==> src/rtl/muldiv_pkg.sv <==
`default_nettype none
// ============================================================================
// Module   : muldiv_pkg
// Brief    : Op encodings, FSM state type and helpers for the mult/div unit.
// Revision : 1.0
// ============================================================================
package muldiv_pkg;

    localparam logic [1:0] OP_MULT  = 2'b00;
    localparam logic [1:0] OP_MULTU = 2'b01;
    localparam logic [1:0] OP_DIV   = 2'b10;
    localparam logic [1:0] OP_DIVU  = 2'b11;

    localparam int unsigned DWIDTH_DEF = 32;
    localparam int unsigned CNT_W      = $clog2(DWIDTH_DEF);

    typedef enum logic [1:0] {
        IDLE = 2'd0,
        CALC = 2'd1,
        FIX  = 2'd2
    } state_t;

    function automatic logic op_is_div(input logic [1:0] op);
        return (op == OP_DIV) || (op == OP_DIVU);
    endfunction

    function automatic logic op_is_signed(input logic [1:0] op);
        return (op == OP_MULT) || (op == OP_DIV);
    endfunction

endpackage
`default_nettype wire

==> src/rtl/muldiv_step.sv <==
`default_nettype none
// ============================================================================
// Module   : muldiv_step
// Brief    : One iteration of shift-add multiply or restoring divide.
// Revision : 1.0
// ============================================================================
module muldiv_step
    import muldiv_pkg::*;
#(
    parameter int unsigned DWIDTH = 32
) (
    input  logic [2*DWIDTH-1:0] i_acc,
    input  logic [DWIDTH-1:0]   i_opnd,
    input  logic [1:0]          i_op,
    output logic [2*DWIDTH-1:0] o_acc
);

    logic [DWIDTH-1:0] w_addend;
    logic [DWIDTH:0]   w_sum;
    logic [DWIDTH:0]   w_rem_sh;
    logic [DWIDTH-1:0] w_rem_sub;
    logic [DWIDTH-1:0] w_rem_new;
    logic              w_ge;

    // Multiply: acc = {partial, multiplier}; divide: acc = {remainder, dividend/quotient}.
    // The restored remainder is always below the divisor, so a DWIDTH-bit subtract suffices.
    always_comb begin
        w_addend  = i_acc[0] ? i_opnd : '0;
        w_sum     = {1'b0, i_acc[2*DWIDTH-1:DWIDTH]} + {1'b0, w_addend};
        w_rem_sh  = {i_acc[2*DWIDTH-1:DWIDTH], i_acc[DWIDTH-1]};
        w_ge      = (w_rem_sh >= {1'b0, i_opnd});
        w_rem_sub = w_rem_sh[DWIDTH-1:0] - i_opnd;
        w_rem_new = w_ge ? w_rem_sub : w_rem_sh[DWIDTH-1:0];
        if (op_is_div(i_op)) begin
            o_acc = {w_rem_new, i_acc[DWIDTH-2:0], w_ge};
        end else begin
            o_acc = {w_sum, i_acc[DWIDTH-1:1]};
        end
    end

endmodule
`default_nettype wire

==> src/rtl/muldiv_unit.sv <==
`default_nettype none
// ============================================================================
// Module   : muldiv_unit
// Brief    : Iterative multiply/divide unit with private HI/LO and ID stall.
// Revision : 1.0
// ============================================================================
module muldiv_unit
    import muldiv_pkg::*;
#(
    parameter int unsigned DWIDTH = 32
) (
    input  logic              clk_i,
    input  logic              rst_i,
    input  logic              start_i,
    input  logic [1:0]        op_i,
    input  logic [DWIDTH-1:0] rs_data_i,
    input  logic [DWIDTH-1:0] rt_data_i,
    input  logic              hilo_rd_i,
    input  logic              flush_i,
    output logic              stall_o,
    output logic              busy_o,
    output logic [DWIDTH-1:0] hi_o,
    output logic [DWIDTH-1:0] lo_o
);

    localparam int unsigned         c_cnt_w = $clog2(DWIDTH);
    localparam logic [c_cnt_w-1:0]  c_last  = c_cnt_w'(DWIDTH - 1);

    state_t              r_state;
    state_t              w_state_nxt;
    logic [c_cnt_w-1:0]  r_cnt;
    logic [2*DWIDTH-1:0] r_acc;
    logic [2*DWIDTH-1:0] w_acc_nxt;
    logic [2*DWIDTH-1:0] w_prod;
    logic [DWIDTH-1:0]   r_opnd;
    logic [DWIDTH-1:0]   r_hi;
    logic [DWIDTH-1:0]   r_lo;
    logic [DWIDTH-1:0]   w_hi_fix;
    logic [DWIDTH-1:0]   w_lo_fix;
    logic [DWIDTH-1:0]   w_abs_a;
    logic [DWIDTH-1:0]   w_abs_b;
    logic [1:0]          r_op;
    logic                r_sign_a;
    logic                r_sign_b;
    logic                r_div0;
    logic                w_sign_a;
    logic                w_sign_b;
    logic                w_accept;

    assign w_accept = start_i & ~flush_i & ~busy_o;
    assign w_sign_a = op_is_signed(op_i) & rs_data_i[DWIDTH-1];
    assign w_sign_b = op_is_signed(op_i) & rt_data_i[DWIDTH-1];
    // -2^(DWIDTH-1) negates to itself, which is already its correct unsigned magnitude.
    assign w_abs_a  = w_sign_a ? -rs_data_i : rs_data_i;
    assign w_abs_b  = w_sign_b ? -rt_data_i : rt_data_i;

    always_ff @(posedge clk_i or negedge rst_i) begin
        if (!rst_i) begin
            r_state <= IDLE;
        end else begin
            r_state <= w_state_nxt;
        end
    end

    always_comb begin
        w_state_nxt = r_state;
        case (r_state)
            IDLE:    if (w_accept) w_state_nxt = CALC;
            CALC:    if (r_cnt == c_last) w_state_nxt = FIX;
            FIX:     w_state_nxt = IDLE;
            default: w_state_nxt = IDLE;
        endcase
    end

    always_comb begin
        busy_o  = (r_state != IDLE);
        stall_o = busy_o & (start_i | hilo_rd_i) & ~flush_i;
    end

    muldiv_step #(
        .DWIDTH (DWIDTH)
    ) u_step (
        .i_acc  (r_acc),
        .i_opnd (r_opnd),
        .i_op   (r_op),
        .o_acc  (w_acc_nxt)
    );

    // Divide by zero leaves the remainder equal to |A|, so HI recovers raw A through the sign fix.
    always_comb begin
        w_prod = (r_sign_a ^ r_sign_b) ? -r_acc : r_acc;
        if (op_is_div(r_op)) begin
            w_lo_fix = r_div0 ? '1 :
                       ((r_sign_a ^ r_sign_b) ? -r_acc[DWIDTH-1:0] : r_acc[DWIDTH-1:0]);
            w_hi_fix = r_sign_a ? -r_acc[2*DWIDTH-1:DWIDTH] : r_acc[2*DWIDTH-1:DWIDTH];
        end else begin
            w_hi_fix = w_prod[2*DWIDTH-1:DWIDTH];
            w_lo_fix = w_prod[DWIDTH-1:0];
        end
    end

    always_ff @(posedge clk_i or negedge rst_i) begin
        if (!rst_i) begin
            r_cnt    <= '0;
            r_acc    <= '0;
            r_opnd   <= '0;
            r_op     <= '0;
            r_sign_a <= 1'b0;
            r_sign_b <= 1'b0;
            r_div0   <= 1'b0;
            r_hi     <= '0;
            r_lo     <= '0;
        end else begin
            case (r_state)
                IDLE: begin
                    if (w_accept) begin
                        r_op     <= op_i;
                        r_sign_a <= w_sign_a;
                        r_sign_b <= w_sign_b;
                        r_cnt    <= '0;
                        r_div0   <= op_is_div(op_i) & (rt_data_i == '0);
                        if (op_is_div(op_i)) begin
                            r_acc  <= {{DWIDTH{1'b0}}, w_abs_a};
                            r_opnd <= w_abs_b;
                        end else begin
                            r_acc  <= {{DWIDTH{1'b0}}, w_abs_b};
                            r_opnd <= w_abs_a;
                        end
                    end
                end
                CALC: begin
                    r_acc <= w_acc_nxt;
                    r_cnt <= r_cnt + c_cnt_w'(1);
                end
                FIX: begin
                    r_hi <= w_hi_fix;
                    r_lo <= w_lo_fix;
                end
                default: ;
            endcase
        end
    end

    assign hi_o = r_hi;
    assign lo_o = r_lo;

endmodule
`default_nettype wire
==> config.mk <==
export PLATFORM = sky130hd
export DESIGN_NAME = muldiv_unit
export DESIGN_NICKNAME = d
export VERILOG_FILES = /design/src/rtl/muldiv_pkg.sv /design/src/rtl/muldiv_step.sv /design/src/rtl/muldiv_unit.sv
export SDC_FILE = /design/constraint.sdc
export NUM_CORES = 1
export LEC_CHECK = 0
export BUFFER_PORTS_ARGS = -buffer_cell sky130_fd_sc_hd__buf_2
export CORE_ASPECT_RATIO = 0.9
export CORE_MARGIN = 4
export CORE_UTILIZATION = 60
export DETAILED_ROUTE_END_ITERATION = 8
export GPL_TIMING_DRIVEN = 0
export PLACE_DENSITY = 0.8
export SLEW_MARGIN = 40
export SYNTH_ARGS = -nofsm -noshare
export SYNTH_HDL_FRONTEND = slang
export SYNTH_SLANG_ARGS = --single-unit
==> constraint.sdc <==
create_clock -name clk_i -period 8.9 [get_ports clk_i]
set_clock_uncertainty 0.1 [all_clocks]
set_input_delay 0.89 -clock clk_i [delete_from_list [all_inputs] [get_ports clk_i]]
set_output_delay 0.89 -clock clk_i [all_outputs]
set_load 0.02 [all_outputs]
# After elaboration in Yosys (flattened, before gate mapping)
# Cells that the tools add are included.
# totals
ff_bits,172
input_bits,71
output_inout_bits,66
wordCells,70
# classes
add_sub_neg,8
order_cmp,1
eq_ne,9
mux,20
bitwise_logic,11
n_reduce_logical,11
# ops
op,n
32-bit two-way mux,11
64-bit two-way mux,3
32-bit negator,4
64-bit case mux with 2 select lines,1
64-bit negator,1
32-bit by 32-bit adder with 33-bit output,1
33-bit by 32-bit greater-or-equal comparator with 1-bit output,1
32-bit zero test,1
32-bit subtractor,1
"2-bit == test, second input constant",5
5-bit case mux with 2 select lines,1
1-bit AND,7
2-bit AND reduction,3
"5-bit by 1-bit adder with 5-bit output, second input constant",1
"5-bit == test, second input constant",1
5-bit two-way mux,1
2-bit zero test,2
2-bit two-way mux,2
"2-bit inequality test, second input constant",2
2-bit case mux with 2 select lines,1
2-bit nonzero test,2
1-bit logical OR,3
"2-bit by 1-bit == test with 1-bit output, second input constant",1
1-bit NOT,2
other kinds (2),2

# Longest topological paths before layout
# logic_depth
word_depth,7
mapped_depth,14
depth_no_buf,13

# Hierarchy
# A second synthesis with hierarchy kept.
# hier_totals
hier_cells,1936
hier_area_um2,15377.2
# modules_own_cells
module,instances,cells_each,area_each_um2,seq_area_each_um2
muldiv_unit,1,1258,10607.7,4304.1
muldiv_step,1,678,4769.6,0.0

# Worst setup path before layout
# OpenSTA, ideal clock, no wires.
# synth_timing
path_type,input to register
from,input port rt_data_i[13]
to,register r_opnd[25]
setup_time_ns,0.142
t_arrival_ns,3.112
t_required_ns,8.658
slack_ns,5.546
path_stages,8
n_path_buf,0
path_cell_list,or4_4 > or4b_4 > or3_1 > nand2b_4 > or2_4 > o21ai_2 > xor2_1 > o221ai_1
# synth_between
elab_chain_len,3
# synth_lines
element,line_no,text
"start, declared",muldiv_unit.sv:17,"input logic [DWIDTH-1:0] rt_data_i,"
32-bit negator,muldiv_unit.sv:55,assign w_abs_b = w_sign_b ? -rt_data_i : rt_data_i;
32-bit two-way mux,muldiv_unit.sv:55,
32-bit two-way mux,muldiv_unit.sv:122,if (op_is_div(op_i)) begin
"end signal, assigned",muldiv_unit.sv:124,r_opnd <= w_abs_b;
"end signal, assigned",muldiv_unit.sv:127,r_opnd <= w_abs_a;
"end, declared",muldiv_unit.sv:35,logic [DWIDTH-1:0] r_opnd;
# No other way between the ends.
# A chain may end at the register's enable or synchronous reset.

# Final worst setup path
# layout_timing
from,register r_acc[0]
to,"register r_hi[26], in the netlist hi_o[26]"
# layout_between
elab_chain_len,3
# layout_lines
element,line_no,text
"start, declared",muldiv_unit.sv:32,logic [2*DWIDTH-1:0] r_acc;
"start signal, assigned",muldiv_unit.sv:123,"r_acc <= {{DWIDTH{1'b0}}, w_abs_a};"
"start signal, assigned",muldiv_unit.sv:126,"r_acc <= {{DWIDTH{1'b0}}, w_abs_b};"
"start signal, assigned",muldiv_unit.sv:132,r_acc <= w_acc_nxt;
64-bit negator,muldiv_unit.sv:91,w_prod = (r_sign_a ^ r_sign_b) ? -r_acc : r_acc;
64-bit two-way mux,muldiv_unit.sv:91,
32-bit two-way mux,muldiv_unit.sv:92,if (op_is_div(r_op)) begin
"end signal, assigned",muldiv_unit.sv:136,r_hi <= w_hi_fix;
"end, declared",muldiv_unit.sv:36,logic [DWIDTH-1:0] r_hi;
# No other way between the ends.

==> impl_metrics.json <==
{
  "cts-htree-levels": 4,
  "fin_setup_tns_ns": 0,
  "hp-class": "primary input to async pin",
  "grt_max_degree": 77,
  "yosysSeqAreaShare": 0.295,
  "tritoncts": "built",
  "peakVddDrop_v": 0.000352,
  "layout.nets": 2162,
  "dr.pass1.iters": 7,
  "grt_pass1_vias": 14500,
  "cp.arrival_ns": 4.85,
  "post-route-period-util": 0.518,
  "status": "finished clean",
  "synth_mux_area_frac": 0.0313,
  "yosys.area_share.xor_xnor": 0.106,
  "hpwl_um": 41900,
  "synth_simple_gate_area_frac": 0.192,
  "grt_pass1_wl_um": 81200,
  "worst_pin_slew_ns": 0.867,
  "final_cell_mix": "196 x nor2_1, 191 x a21oi_1, 181 x nand2_1, 171 x dfrtp_1, 137 x buf_2",
  "track_usage": 0.387,
  "place.gp.congestion": 1.01,
  "num_io_pins": 137,
  "synth.cell_area_sq_um": 14500,
  "top_usage_layer": "met2",
  "p_total_mw": 7.76,
  "setup_violations": 0,
  "final_util": 0.690,
  "cts.root.buffer_cell": "clkbuf_16",
  "required_ns": 9.14,
  "drive_gt1_frac": 0.0969,
  "synth_compound_area_frac": 0.265,
  "power_density_nw_per_um2": 477,
  "synth_top_family_by_area": "compound AO/OA/AOI/OAI gates",
  "drv_slew": 0,
  "max_freq_ghz": 0.217,
  "diodes": 0,
  "clockBufferDepth": 2,
  "viasPerCell": 6.68,
  "die_y_um": 156,
  "drc_errors": 0,
  "async_reset_ff_frac": 1.00,
  "antenna_found_initial": 0,
  "slowest_stage": "a2111oi_1",
  "path_cells": "inv_1 -> clkbuf_1 -> ha_1 -> or4b_1 -> nor4b_4 -> nand4bb_1 -> a2111oi_1 -> a221oi_1 -> xnor2_1 -> o21ai_1",
  "synth_area_per_cell_sq_um": 7.80,
  "period_minus_slack_ns": 4.61,
  "endpoint_kind": "flop",
  "grt_use_met2": 0.564,
  "ys.warnings.count": 0,
  "port_buffers": 135,
  "clk-insertion-delay-late_ns": 0.45,
  "grtUsageMet3": 0.100,
  "synth_cells": 1863,
  "synth_seq_cells": 171,
  "globalRouteOverflowTotal": 0,
  "vias": 15600,
  "start_util": 0.615,
  "cts_made_buffers": 17,
  "synth-edff-count": 0,
  "slew_headroom": 0.420,
  "drt_iter0_drc": 2199,
  "die-width_um": 172,
  "max_stage_delay_ns": 0.78,
  "postCtsHoldBufs": 0,
  "post-cts-setup-buffers": 0,
  "post_drt_wl_per_cell_um": 22.9,
  "start_kind": "flop",
  "dieArea_sq_um": 26800,
  "num_rows": 53,
  "areaGrowthSynthToFinish_pct": 12.1,
  "layout_commonest_cell": "nor2_1",
  "synthesis.nets": 2006,
  "synth-main-ff-cell": "dfrtp_1",
  "drv_cap": 0,
  "grt_util_met1": 0.558,
  "rsz0062_at_grt": "no",
  "p_leak_nw": 6.92,
  "yosysUniqueCellTypes": 85,
  "cts.sinks": 171,
  "coreArea_sq_um": 23600,
  "wirelength_um": 53500,
  "path_clk_slew_ns": 0.09,
  "path_class": "flop to flop",
  "cp_max_fo": 10,
  "synthAdderAreaFrac": 0.0630,
  "cts-resized-gates": 0,
  "hold_viol_final": 0,
  "detail-route-antenna-nets": 0
}
[metrics by stage]
step | area, sq um | cells | hold WS [ns] | worst slack (ns)
2_1_floorplan | 14500 | 1863 | 0.350 | 5.55
3_3_place_gp | 15600 | 2300 | 0.360 | 4.23
3_5_place_dp | 15600 | 2302 | 0.371 | 4.51
4_1_cts | 16300 | 2334 | 0.211 | 4.45
5_1_grt | 16300 | 2334 | 0.207 | 4.15
6_report | 16300 | 2334 | 0.194 | 4.29
[routing by layer]
metal,vias up,part of all wire
met2,1062,0.42
met5,-,0
met4,0,0.042
met1,7316,0.41
li1,7028,-
met3,174,0.12
[area by class of cell]
cell class | count | area (sq um)
plain buffers | 115 | 435
clock buffers | 17 | 425
clock inverters | 15 | 211
fillers | 2001 | 7320
inverters | 70 | 263
multi-input cells | 1507 | 9550
flip-flops and latches | 171 | 4280
well taps | 302 | 378
repair buffers | 137 | 741
[synthesized netlist by cell type, types with 13 or more instances]
cell | count | share of area
a211oi_1 | 38 | 0.020
a21o_1 | 23 | 0.012
a21oi_1 | 191 | 0.066
a22oi_1 | 18 | 0.0093
a31oi_1 | 28 | 0.012
and3_1 | 14 | 0.0060
clkbuf_1 | 103 | 0.027
dfrtp_1 | 171 | 0.29
ha_1 | 70 | 0.060
inv_1 | 69 | 0.018
mux2i_1 | 42 | 0.029
nand2_1 | 181 | 0.047
nand2b_1 | 14 | 0.0060
nand3_1 | 36 | 0.012
nand4_1 | 13 | 0.0056
nor2_1 | 196 | 0.051
nor2b_1 | 14 | 0.0060
nor3_1 | 40 | 0.014
nor4_1 | 15 | 0.0065
o211ai_1 | 26 | 0.013
o21ai_0 | 100 | 0.034
o21ai_1 | 73 | 0.025
o221ai_1 | 22 | 0.013
o31ai_1 | 15 | 0.0078
or3_1 | 16 | 0.0069
xnor2_1 | 98 | 0.059
xor2_1 | 78 | 0.047
[registers in the layout, indices dropped and copies added, names as in the netlist]
signal and flops:
r_sign_a 1, r_acc 64, r_sign_b 1, r_opnd 32
r_div0 1, r_op 1, hi_o 32, r_state 2
lo_o 32, r_cnt 5
[power breakdown]
part           internal, mW  switching, mW  total, mW  leakage, nW
logic                  1.99           3.43       5.42         4.61
registers              1.08          0.456       1.54         2.00
clock network         0.389          0.406      0.796        0.305
total                  3.47           4.29       7.76         6.92
[path summary, 6_finish.rpt]
check / depth (start not counted) / slack, ns / to / start
min reg2reg: 2 / 0.39 / hi_o[26]$_DFFE_PN0N_ / hi_o[26]$_DFFE_PN0N_
min: 1 / 0.19 / hi_o[22]$_DFFE_PN0N_ / rst_i
max in group asynchronous: 2 / 7.84 / r_opnd[14]$_DFFE_PN0P_ / rst_i
max reg2reg: 10 / 4.29 / hi_o[26]$_DFFE_PN0N_ / r_acc[0]$_DFFE_PN0P_
max: 10 / 4.29 / hi_o[26]$_DFFE_PN0N_ / r_acc[0]$_DFFE_PN0P_
min in group clk_i: 2 / 0.39 / hi_o[26]$_DFFE_PN0N_ / hi_o[26]$_DFFE_PN0N_
[critical path, delay by kind of cell, from the launching register on]
family,cells,cell delay (ns)
xor gates and xnor gates,1,0.26
adders and majority gates,1,0.30
DFF,1,0.54
buffers and inverters,2,0.92
AOI/OAI and AO/OA,3,1.07
and+or+nand+nor,3,1.29
[kinds of logic after synthesis]
group                    after synthesis
multiplexers                          45
adder cells (fa/ha/maj)               72
AND/OR/NAND/NOR                      591
AO/OA/AOI/OAI                        623
XOR/XNOR                             176
flip-flops                           171
buffers and inverters                185
No activity file was read; power rests on OpenSTA's default activity.
